**src/rtl/fifo_width_conv_if.sv**
```systemverilog
// Bus bundle for fifo_width_conv: wide write side, narrow read side, status flags and counts.
interface fifo_width_conv_if #(
  parameter int WR_WIDTH = 8,
  parameter int RATIO    = 4,
  parameter int DEPTH    = 16
);
  localparam int RD_WIDTH = WR_WIDTH / RATIO;
  localparam int WCW      = $clog2(DEPTH) + 1;
  localparam int RCW      = $clog2(DEPTH * RATIO) + 1;

  logic                wr_en;
  logic [WR_WIDTH-1:0] wr_data;
  logic                full;
  logic                almost_full;
  logic                overflow;
  logic                rd_en;
  logic [RD_WIDTH-1:0] rd_data;
  logic                empty;
  logic                almost_empty;
  logic                underflow;
  logic [WCW-1:0]      wr_count;
  logic [RCW-1:0]      rd_count;

  modport master (
    output wr_en, wr_data, rd_en,
    input  full, almost_full, overflow, rd_data, empty, almost_empty,
           underflow, wr_count, rd_count
  );

  modport slave (
    input  wr_en, wr_data, rd_en,
    output full, almost_full, overflow, rd_data, empty, almost_empty,
           underflow, wr_count, rd_count
  );
endinterface

```
**src/rtl/fifo_width_conv.sv**
```systemverilog
// Single-clock FIFO taking WR_WIDTH-bit words and returning WR_WIDTH/RATIO-bit slices, MSB slice first.
module fifo_width_conv #(
  parameter int WR_WIDTH = 8,
  parameter int RATIO    = 4,
  parameter int DEPTH    = 16,
  parameter int AF_TH    = DEPTH - 2,
  parameter int AE_TH    = 2
) (
  input logic              sys_clk,
  input logic              sys_rst_n,
  fifo_width_conv_if.slave bus
);
  localparam int RD_WIDTH = WR_WIDTH / RATIO;
  localparam int AW       = $clog2(DEPTH);
  localparam int SW       = (RATIO > 1) ? $clog2(RATIO) : 1;
  localparam int RSH      = $clog2(RATIO);
  localparam int WCW      = AW + 1;
  localparam int RCW      = $clog2(DEPTH * RATIO) + 1;

  logic [WR_WIDTH-1:0] r_mem [DEPTH];
  logic [AW-1:0]       r_wp;
  logic [AW-1:0]       r_rp;
  logic [SW-1:0]       r_slice;
  logic [WCW-1:0]      r_wr_count;
  logic [RD_WIDTH-1:0] r_rd_data;
  logic                r_overflow;
  logic                r_underflow;

  logic                w_full;
  logic                w_empty;
  logic                w_wr_acc;
  logic                w_rd_acc;
  logic                w_last;
  logic [RCW-1:0]      w_rd_count;
  logic [WR_WIDTH-1:0] w_word;
  logic [RD_WIDTH-1:0] w_slice_data;

  assign w_rd_count = (RCW'(r_wr_count) << RSH) - RCW'(r_slice);
  assign w_full     = (r_wr_count == WCW'(DEPTH));
  assign w_empty    = (w_rd_count == '0);
  assign w_wr_acc   = bus.wr_en && !w_full;
  assign w_rd_acc   = bus.rd_en && !w_empty;
  // With RATIO == 1 the index is pinned at 0, so every read frees a word.
  assign w_last     = (r_slice == SW'(RATIO - 1));
  assign w_word     = r_mem[r_rp];

  always_comb begin
    w_slice_data = '0;
    for (int unsigned i = 0; i < RATIO; i++) begin
      if (r_slice == SW'(i)) begin
        w_slice_data = w_word[WR_WIDTH-1-i*RD_WIDTH -: RD_WIDTH];
      end
    end
  end

  always_ff @(posedge sys_clk) begin
    if (sys_rst_n && w_wr_acc) begin
      r_mem[r_wp] <= bus.wr_data;
    end
  end

  always_ff @(posedge sys_clk) begin
    if (!sys_rst_n) begin
      r_wp        <= '0;
      r_rp        <= '0;
      r_slice     <= '0;
      r_wr_count  <= '0;
      r_rd_data   <= '0;
      r_overflow  <= 1'b0;
      r_underflow <= 1'b0;
    end else begin
      r_overflow  <= bus.wr_en && w_full;
      r_underflow <= bus.rd_en && w_empty;
      if (w_wr_acc) begin
        r_wp <= r_wp + AW'(1);
      end
      if (w_rd_acc) begin
        r_rd_data <= w_slice_data;
        if (w_last) begin
          r_slice <= '0;
          r_rp    <= r_rp + AW'(1);
        end else begin
          r_slice <= r_slice + SW'(1);
        end
      end
      if (w_wr_acc && !(w_rd_acc && w_last)) begin
        r_wr_count <= r_wr_count + WCW'(1);
      end else if (!w_wr_acc && w_rd_acc && w_last) begin
        r_wr_count <= r_wr_count - WCW'(1);
      end
    end
  end

  assign bus.full         = w_full;
  assign bus.almost_full  = (r_wr_count >= WCW'(AF_TH));
  assign bus.overflow     = r_overflow;
  assign bus.rd_data      = r_rd_data;
  assign bus.empty        = w_empty;
  assign bus.almost_empty = (w_rd_count <= RCW'(AE_TH));
  assign bus.underflow    = r_underflow;
  assign bus.wr_count     = r_wr_count;
  assign bus.rd_count     = w_rd_count;
endmodule

```
**src/flat_wrapper.sv**
```systemverilog
// flat-port wrapper written by rule: the top's interface ports become plain ports
module fifo_width_conv_flat 
#(
  parameter int WR_WIDTH = 8,
  parameter int RATIO    = 4,
  parameter int DEPTH    = 16,
  parameter int AF_TH    = DEPTH - 2,
  parameter int AE_TH    = 2
)
  (sys_clk, sys_rst_n, bus_wr_en, bus_wr_data, bus_rd_en, bus_full, bus_almost_full, bus_overflow, bus_rd_data, bus_empty, bus_almost_empty, bus_underflow, bus_wr_count, bus_rd_count);
  fifo_width_conv_if #(.WR_WIDTH(WR_WIDTH), .RATIO(RATIO), .DEPTH(DEPTH)) bus_i ();
  input logic sys_clk;
  input logic sys_rst_n;
  input wire logic [$bits(bus_i.wr_en)-1:0] bus_wr_en;
  input wire logic [$bits(bus_i.wr_data)-1:0] bus_wr_data;
  input wire logic [$bits(bus_i.rd_en)-1:0] bus_rd_en;
  output wire logic [$bits(bus_i.full)-1:0] bus_full;
  output wire logic [$bits(bus_i.almost_full)-1:0] bus_almost_full;
  output wire logic [$bits(bus_i.overflow)-1:0] bus_overflow;
  output wire logic [$bits(bus_i.rd_data)-1:0] bus_rd_data;
  output wire logic [$bits(bus_i.empty)-1:0] bus_empty;
  output wire logic [$bits(bus_i.almost_empty)-1:0] bus_almost_empty;
  output wire logic [$bits(bus_i.underflow)-1:0] bus_underflow;
  output wire logic [$bits(bus_i.wr_count)-1:0] bus_wr_count;
  output wire logic [$bits(bus_i.rd_count)-1:0] bus_rd_count;
  assign bus_i.wr_en = bus_wr_en;
  assign bus_i.wr_data = bus_wr_data;
  assign bus_i.rd_en = bus_rd_en;
  assign bus_full = bus_i.full;
  assign bus_almost_full = bus_i.almost_full;
  assign bus_overflow = bus_i.overflow;
  assign bus_rd_data = bus_i.rd_data;
  assign bus_empty = bus_i.empty;
  assign bus_almost_empty = bus_i.almost_empty;
  assign bus_underflow = bus_i.underflow;
  assign bus_wr_count = bus_i.wr_count;
  assign bus_rd_count = bus_i.rd_count;
  fifo_width_conv #(.WR_WIDTH(WR_WIDTH), .RATIO(RATIO), .DEPTH(DEPTH), .AF_TH(AF_TH), .AE_TH(AE_TH)) u_core (.sys_clk(sys_clk), .sys_rst_n(sys_rst_n), .bus(bus_i));
endmodule
```
**config.mk**
```make
export PLATFORM = sky130hd
export DESIGN_NAME = fifo_width_conv_flat
export DESIGN_NICKNAME = d
export VERILOG_FILES = /design/src/rtl/fifo_width_conv_if.sv /design/src/rtl/fifo_width_conv.sv /design/src/flat_wrapper.sv
export SDC_FILE = /design/constraint.sdc
export NUM_CORES = 1
export LEC_CHECK = 0
export ABC_AREA = 1
export CAP_MARGIN = 10
export CORE_MARGIN = 2
export CORE_UTILIZATION = 35
export DETAILED_ROUTE_END_ITERATION = 10
export GPL_ROUTABILITY_DRIVEN = 0
export GPL_TIMING_DRIVEN = 0
export PLACE_DENSITY = 0.61
export SLEW_MARGIN = 15
export SYNTH_ARGS = -nofsm -noshare
export SYNTH_HDL_FRONTEND = slang
export SYNTH_SLANG_ARGS = --single-unit
```
**constraint.sdc**
```tcl
create_clock -name sys_clk -period 4.2 [get_ports sys_clk]
set_input_delay 0.84 -clock sys_clk [delete_from_list [all_inputs] [get_ports sys_clk]]
set_output_delay 0.84 -clock sys_clk [all_outputs]
set_load 0.02 [all_outputs]
```
==> impl_metrics.ini <==
[outcome]
outcome = finished, final reports clean

[clock_tree]
post-cts-setup-buffers = 0
hold_buffers = 0
cts_buffers = 17
numClockSinks = 151
h-tree-depth = 4
clkLatencyLatePin_ns = 0.42
cts.clk_slew.worst_paths_ns = 0.06
cts_resized = 0
cts_buffer_depth = 2
cts-root-buf = clkbuf_16
cts_tree = yes

[min_path]
worstHoldPathType = register to register

[floorplan]
io_pins = 32
die_x_um = 142
dieArea_sq_um = 20200
num_rows = 50
initial_core_util_pct = 35.7
die_y_um = 142
core_sq_um = 18700

[grt]
grt.overflow.total = 0
gr-usage-all-layers_pct = 16.4
grt_pass1_wl_mm = 24.6
grt_pass1_vias = 4574
grt_max_degree = 17
antenna_found_initial = 0

[cells_and_area]
seq_area_sq_um = 4300
nets = 732
n_fill_cell = 1789
multi_input_area_sq_um = 1960
drive_gt1_share_pct = 7.38
area_growth_pct = 17.5
antenna_cells = 0
finalNonFillerCells = 952

[placed_design]
post-place-cells = 920
port_buffers = 31
post-dp-hpwl_mm = 10.6
dp_slack_ns = 1.06

[timing]
layout_min_cycle_time_ns = 3.55
tightest_slew_ns = 0.968
rsz0062_at_grt = false
setup_tns_ns = 0
drv_slew = 0
worst_slack_ns = 0.649
setup_viol = 0
hold_viol_final = 0
period_share_pct = 84.5
hold_ws_ns = 0.484
max_freq_mhz = 282
fin_skew_ns = 0.00550
maxSlewHeadroom_pct = 35.2

[synthesis]
synthFlopType = edfxtp_1
synthArstFlopShare_pct = 0
ys_seq_area_share_pct = 64.4
ys_seq_elements = 151
synth-edff-count = 128
synth-warning-count = 0
synth_fp_nets = 682
syn_inst = 655
synth_cell_type_count = 32
synth.avg_cell_area_sq_um = 10.2
netlist_area_sq_um = 6680

[pwr]
powerDensity_nw_per_um2 = 475
vdd.ir_drop.worst_mv = 0.275
p_leak_nw = 3.05

[routing]
wl_per_cell_um = 16.4
routed_via_density = 4.83
ant_nets = 0
first_iter_violations = 381
wl_met1_mm = 7.13
vias = 4599
dr.pass1.iters = 4
wirelength_mm = 15.7
wl_met2_mm = 7.29
drc = 0
wl_met3_um = 905
top_layer = met4

[run]
drv_cap = 0

[critical_path]
worstSetupPathType = register to output pin
crit_arrival_ns = 2.71
startpoint_type = register
crit_path_max_fanout = 7
cp-end-kind = output pin
worstPathRequired_ns = 3.36
[routing by layer]
layer,vias up,global-route usage [%]
met1,2167,21.8
met4,0,5.84
met3,28,3.97
met2,116,26.2
li1,2288,-
met5,-,0
[worst max-delay path: stages, from the launching register on]
cell and delay, ns:
dfxtp_1 0.40, inv_1 0.16, ha_1 0.29, inv_1 0.17, nand3_1 0.10, nand2_1 0.07
nand2_1 0.07, nor2_2 0.15, nand2_1 0.08, a211oi_1 0.17, clkdlybuf4s50_1 0.64
[sequential cells by signal (all words and copies together) (netlist names), named ones only]
signal                count
u_core.bus.underflow      1
u_core.r_slice            2
u_core.bus.rd_data        2
u_core.bus.wr_count       5
u_core.r_mem            128
u_core.r_rp               4
u_core.bus.overflow       1
u_core.r_wp               4
[cell usage in the layout (no fill, tap or decap), types with 3 or more instances in the layout]
cell type	count
nand2_1	143
edfxtp_1	128
nor2_1	82
inv_1	77
nand3_1	63
o21ai_0	41
clkdlybuf4s50_1	31
dfxtp_1	23
clkbuf_16	17
o211ai_1	15
ha_1	14
a21oi_1	13
clkbuf_1	12
buf_2	11
clkinv_1	6
nand2_2	4
clkinv_2	4
nor2_2	3
inv_2	3
xor2_1	3
bufinv_16	3
[area by class of cell]
cell class | instances | area share, %
multi-input combinational | 398 | 24.9
inverter | 81 | 3.87
sequential | 151 | 54.8
buffer | 25 | 1.47
tap | 234 | 3.73
clock inverter | 13 | 1.74
clock buffer | 19 | 5.51
timing repair buffer | 31 | 3.95
[through the flow]
step | util [%] | power, W | cell area (sq um)
5_1_grt | 42.0 | 0.00390 | 7850
3_5_place_dp | 38.9 | 0.00229 | 7280
6_report | 42.0 | 0.00373 | 7850
3_3_place_gp | 38.9 | 0.00228 | 7280
4_1_cts | 42.0 | 0.00376 | 7850
2_1_floorplan | - | 0.00207 | 6680
[kinds of logic (layout without fill, tap and decap cells)]
| kind of cell | Yosys count | count (layout) | share of synthesized area (%) |
|---|---|---|---|
| compound gates | 76 | 76 | 6.52 |
| buf+inv | 106 | 169 | 6.27 |
| xor+xnor | 6 | 6 | 0.899 |
| fa+ha+maj | 15 | 15 | 2.92 |
| flops | 151 | 151 | 64.4 |
| simple gates | 301 | 301 | 19.0 |
[cells in the mapped netlist, drive strengths merged, types with 10 or more instances]
master	instances	area [sq um]
buf	15	77.6
dfxtp	23	460
nor2	85	327
inv	80	300
nand2	148	573
edfxtp	128	3840
o211ai	15	113
a21oi	13	65.1
ha	14	175
clkbuf	10	37.5
nand3	65	350
o21ai	42	214
[power breakdown]
group | switching [W] | internal [W] | leakage, nW
clock | 0.000563 | 0.000918 | 0.278
sequential | 0.0000377 | 0.00166 | 1.34
combinational | 0.000339 | 0.000213 | 1.43
[final timing paths]
| path | from | cells past startpoint | slack, ns | to |
|---|---|---|---|---|
| worst max register to register | u_core.r_slice[0] | 16 | 1.30 | u_core.bus.wr_count[4] |
| worst max-delay path | u_core.r_slice[0] | 10 | 0.65 | bus_almost_empty |
| worst min-delay path | u_core.bus.rd_data[1] | 2 | 0.48 | u_core.bus.rd_data[1] |
| worst min register to register | u_core.bus.rd_data[1] | 2 | 0.48 | u_core.bus.rd_data[1] |
Note: power is estimated with default switching activity, not from simulation.
==> RTL edit: new RTL, same flow settings <==
`DEPTH` is set to 16 in 3 places; all go to 8.
--- a/src/rtl/fifo_width_conv_if.sv
+++ b/src/rtl/fifo_width_conv_if.sv
@@ -4,3 +4,3 @@
   parameter int RATIO    = 4,
-  parameter int DEPTH    = 16
+  parameter int DEPTH    = 8
 );
--- a/src/rtl/fifo_width_conv.sv
+++ b/src/rtl/fifo_width_conv.sv
@@ -4,3 +4,3 @@
   parameter int RATIO    = 4,
-  parameter int DEPTH    = 16,
+  parameter int DEPTH    = 8,
   parameter int AF_TH    = DEPTH - 2,
--- a/src/flat_wrapper.sv
+++ b/src/flat_wrapper.sv
@@ -5,3 +5,3 @@
   parameter int RATIO    = 4,
-  parameter int DEPTH    = 16,
+  parameter int DEPTH    = 8,
   parameter int AF_TH    = DEPTH - 2,
Interface: changed (resized bus_rd_count and bus_wr_count); port bits go from 32 to 30. No check against the original RTL was run, so the function may have changed too.
==> RTL edit against the unedited design <==
  * Power decreased by 47%
  * Wire length decreased by 50%
  * Sequential power decreased by 44%
  * Count of clock-buffer cells in the layout decreased by 10
  * Fmax increased by 7.3%
  * Area after synthesis decreased by 46%
  * Critical path depth unchanged
  * Combinational power decreased by 9.1%
  * Clock skew increased by 0.0041 ns
  * Final area decreased by 46%
  * Sequential share of layout area decreased by 0.78 points
  * Setup slack improved by 0.24 ns
  * Sequential cell count decreased by 68
  * Critical endpoint unchanged
  * Largest cell class unchanged
==> RTL edit: results (changes against the unedited design) <==
stage	metric	value	unit	change
placed_design	Placed Area	4090	µm²	was 7280 µm²
final_layout	# fillers	989		was 1789
synthesis	most frequent cells after synthesis	nor2_1, edfxtp_1, nand2_1, o21ai_0, inv_1		was nand2_1, edfxtp_1, nor2_1, inv_1, nand3_1
global_routing	largest net degree at the start of global routing	16		was 17
global_routing	global-route wire length before repair	12.2	mm	was 24.6 mm
power	VDD IR-drop max	0.169	mV	was 0.275 mV
power	LEAKAGE	1.56	nW	was 3.05 nW
placed_design	post-DP HPWL	5.31	mm	was 10.6 mm
clocking	CTS Buf Count	9		was 17
run_status	status	completed		unchanged
clocking	Skew-Pair Late Insertion Delay	0.35	ns	was 0.42 ns
synthesis	register area share after synthesis	63.5	%	was 64.4%
global_routing	initial antenna violation count	0		unchanged
clocking	number of H-tree levels	3		was 4
synthesis	number of synthesized flops with an enable pin	64		was 128
synthesis	syn nets	360		was 682
global_routing	total track usage	14.5	%	was 16.4%
drt	initial DRC count	145		was 381
clocking	root buf cell	clkbuf_8		was clkbuf_16
final_layout	Layout Nets	400		was 732
drt	WL per Instance	15.1	µm	was 16.4 µm
clocking	clock-pin slew of the registers on the worst-case setup and hold paths	0.08	ns	was 0.06 ns
timing	Rel. slew slack	33.9	%	was 35.2%
global_routing	vias in the first global route	2380		was 4574
drt	routed via count	2491		was 4599
clocking	Max clock buf depth	2		unchanged
final_layout	max reg flops	64		was 128
drt	DR pass1 iterations	5		was 4
synthesis	post-synthesis cell type count	31		was 32
placed_design	I/O Buffers	29		was 31
final_layout	layout cell share with drive strength beyond 1	10.7	%	was 7.38%
synthesis	top cells by area, synth	edfxtp_1, dfxtp_1, nor2_1		was edfxtp_1, nand2_1, dfxtp_1
timing	Worst Skew	0.00957	ns	was 0.00550 ns
[RTL edit: critical path, cell delays in order, from the launching register on]
cell and delay (ns):
dfxtp_1 0.44, inv_1 0.17, ha_1 0.28, nand2_1 0.08, inv_1 0.06, nor2_4 0.09
nand2_2 0.07, nor2_4 0.13, nand2_1 0.06, a21oi_1 0.12, clkdlybuf4s50_1 0.62
[RTL edit: area by class of cell]
type / instances / area, µm² / share of cell area (%)
clock inverters: 7 / 52.6 / 1.23
multi-input cells: 215 / 1160 / 27.2
inverters: 28 / 105 / 2.47
well taps: 136 / 170 / 3.99
repair buffers: 29 / 290 / 6.81
plain buffers: 11 / 60.1 / 1.41
flip-flops and latches: 83 / 2300 / 54.0
clock buffers: 9 / 124 / 2.91
[RTL edit: power breakdown]
group	leakage [nW]	internal (W)	switching, W
registers	0.734	0.000922	0.0000358
logic	0.742	0.000202	0.000300
clock network	0.0852	0.000219	0.000295
total	1.56	0.00134	0.000631
[RTL edit: logic make-up after synthesis]
kind of cell | share of synthesized area [%]
buf+inv | 4.56
compound gates | 11.3
fa+ha+maj | 4.00
flops | 63.5
xor+xnor | 0.725
simple gates | 15.9
[RTL edit: final timing paths]
path	startpoint	endpoint	slack, ns	depth (start not counted)
max	u_core.r_slice[0]	bus_almost_empty	0.89	10
max reg2reg	u_core.r_slice[0]	u_core.bus.wr_count[3]	1.47	19
min	u_core.r_rp[2]	u_core.r_rp[2]	0.45	1
min reg2reg	u_core.r_rp[2]	u_core.r_rp[2]	0.45	1
[RTL edit: through the flow]
| stage | utilization [%] | hold WS (ns) | power, W | cells | setup slack, ns |
|---|---|---|---|---|---|
| after floorplan | - | 0.412 | 0.00129 | 337 | 1.81 |
| after global placement | 40.1 | 0.427 | 0.00147 | 502 | 1.23 |
| after detailed placement | 40.1 | 0.433 | 0.00148 | 502 | 1.21 |
| after CTS | 41.8 | 0.445 | 0.00199 | 518 | 0.857 |
| after global routing | 41.8 | 0.472 | 0.00208 | 518 | 0.729 |
| final | 41.8 | 0.446 | 0.00197 | 518 | 0.892 |
[RTL edit: metal layers]
layer  global-route usage, %  vias to the layer above  routed length, µm  share of wire [%]
met5                       0                        -                  0                  0
met4                    5.83                        0                113                1.4
met3                    3.40                        9                391                5.0
met2                    23.1                       52               3870                 50
met1                    19.0                     1184               3430                 44
li1                        -                     1246                  -                  -
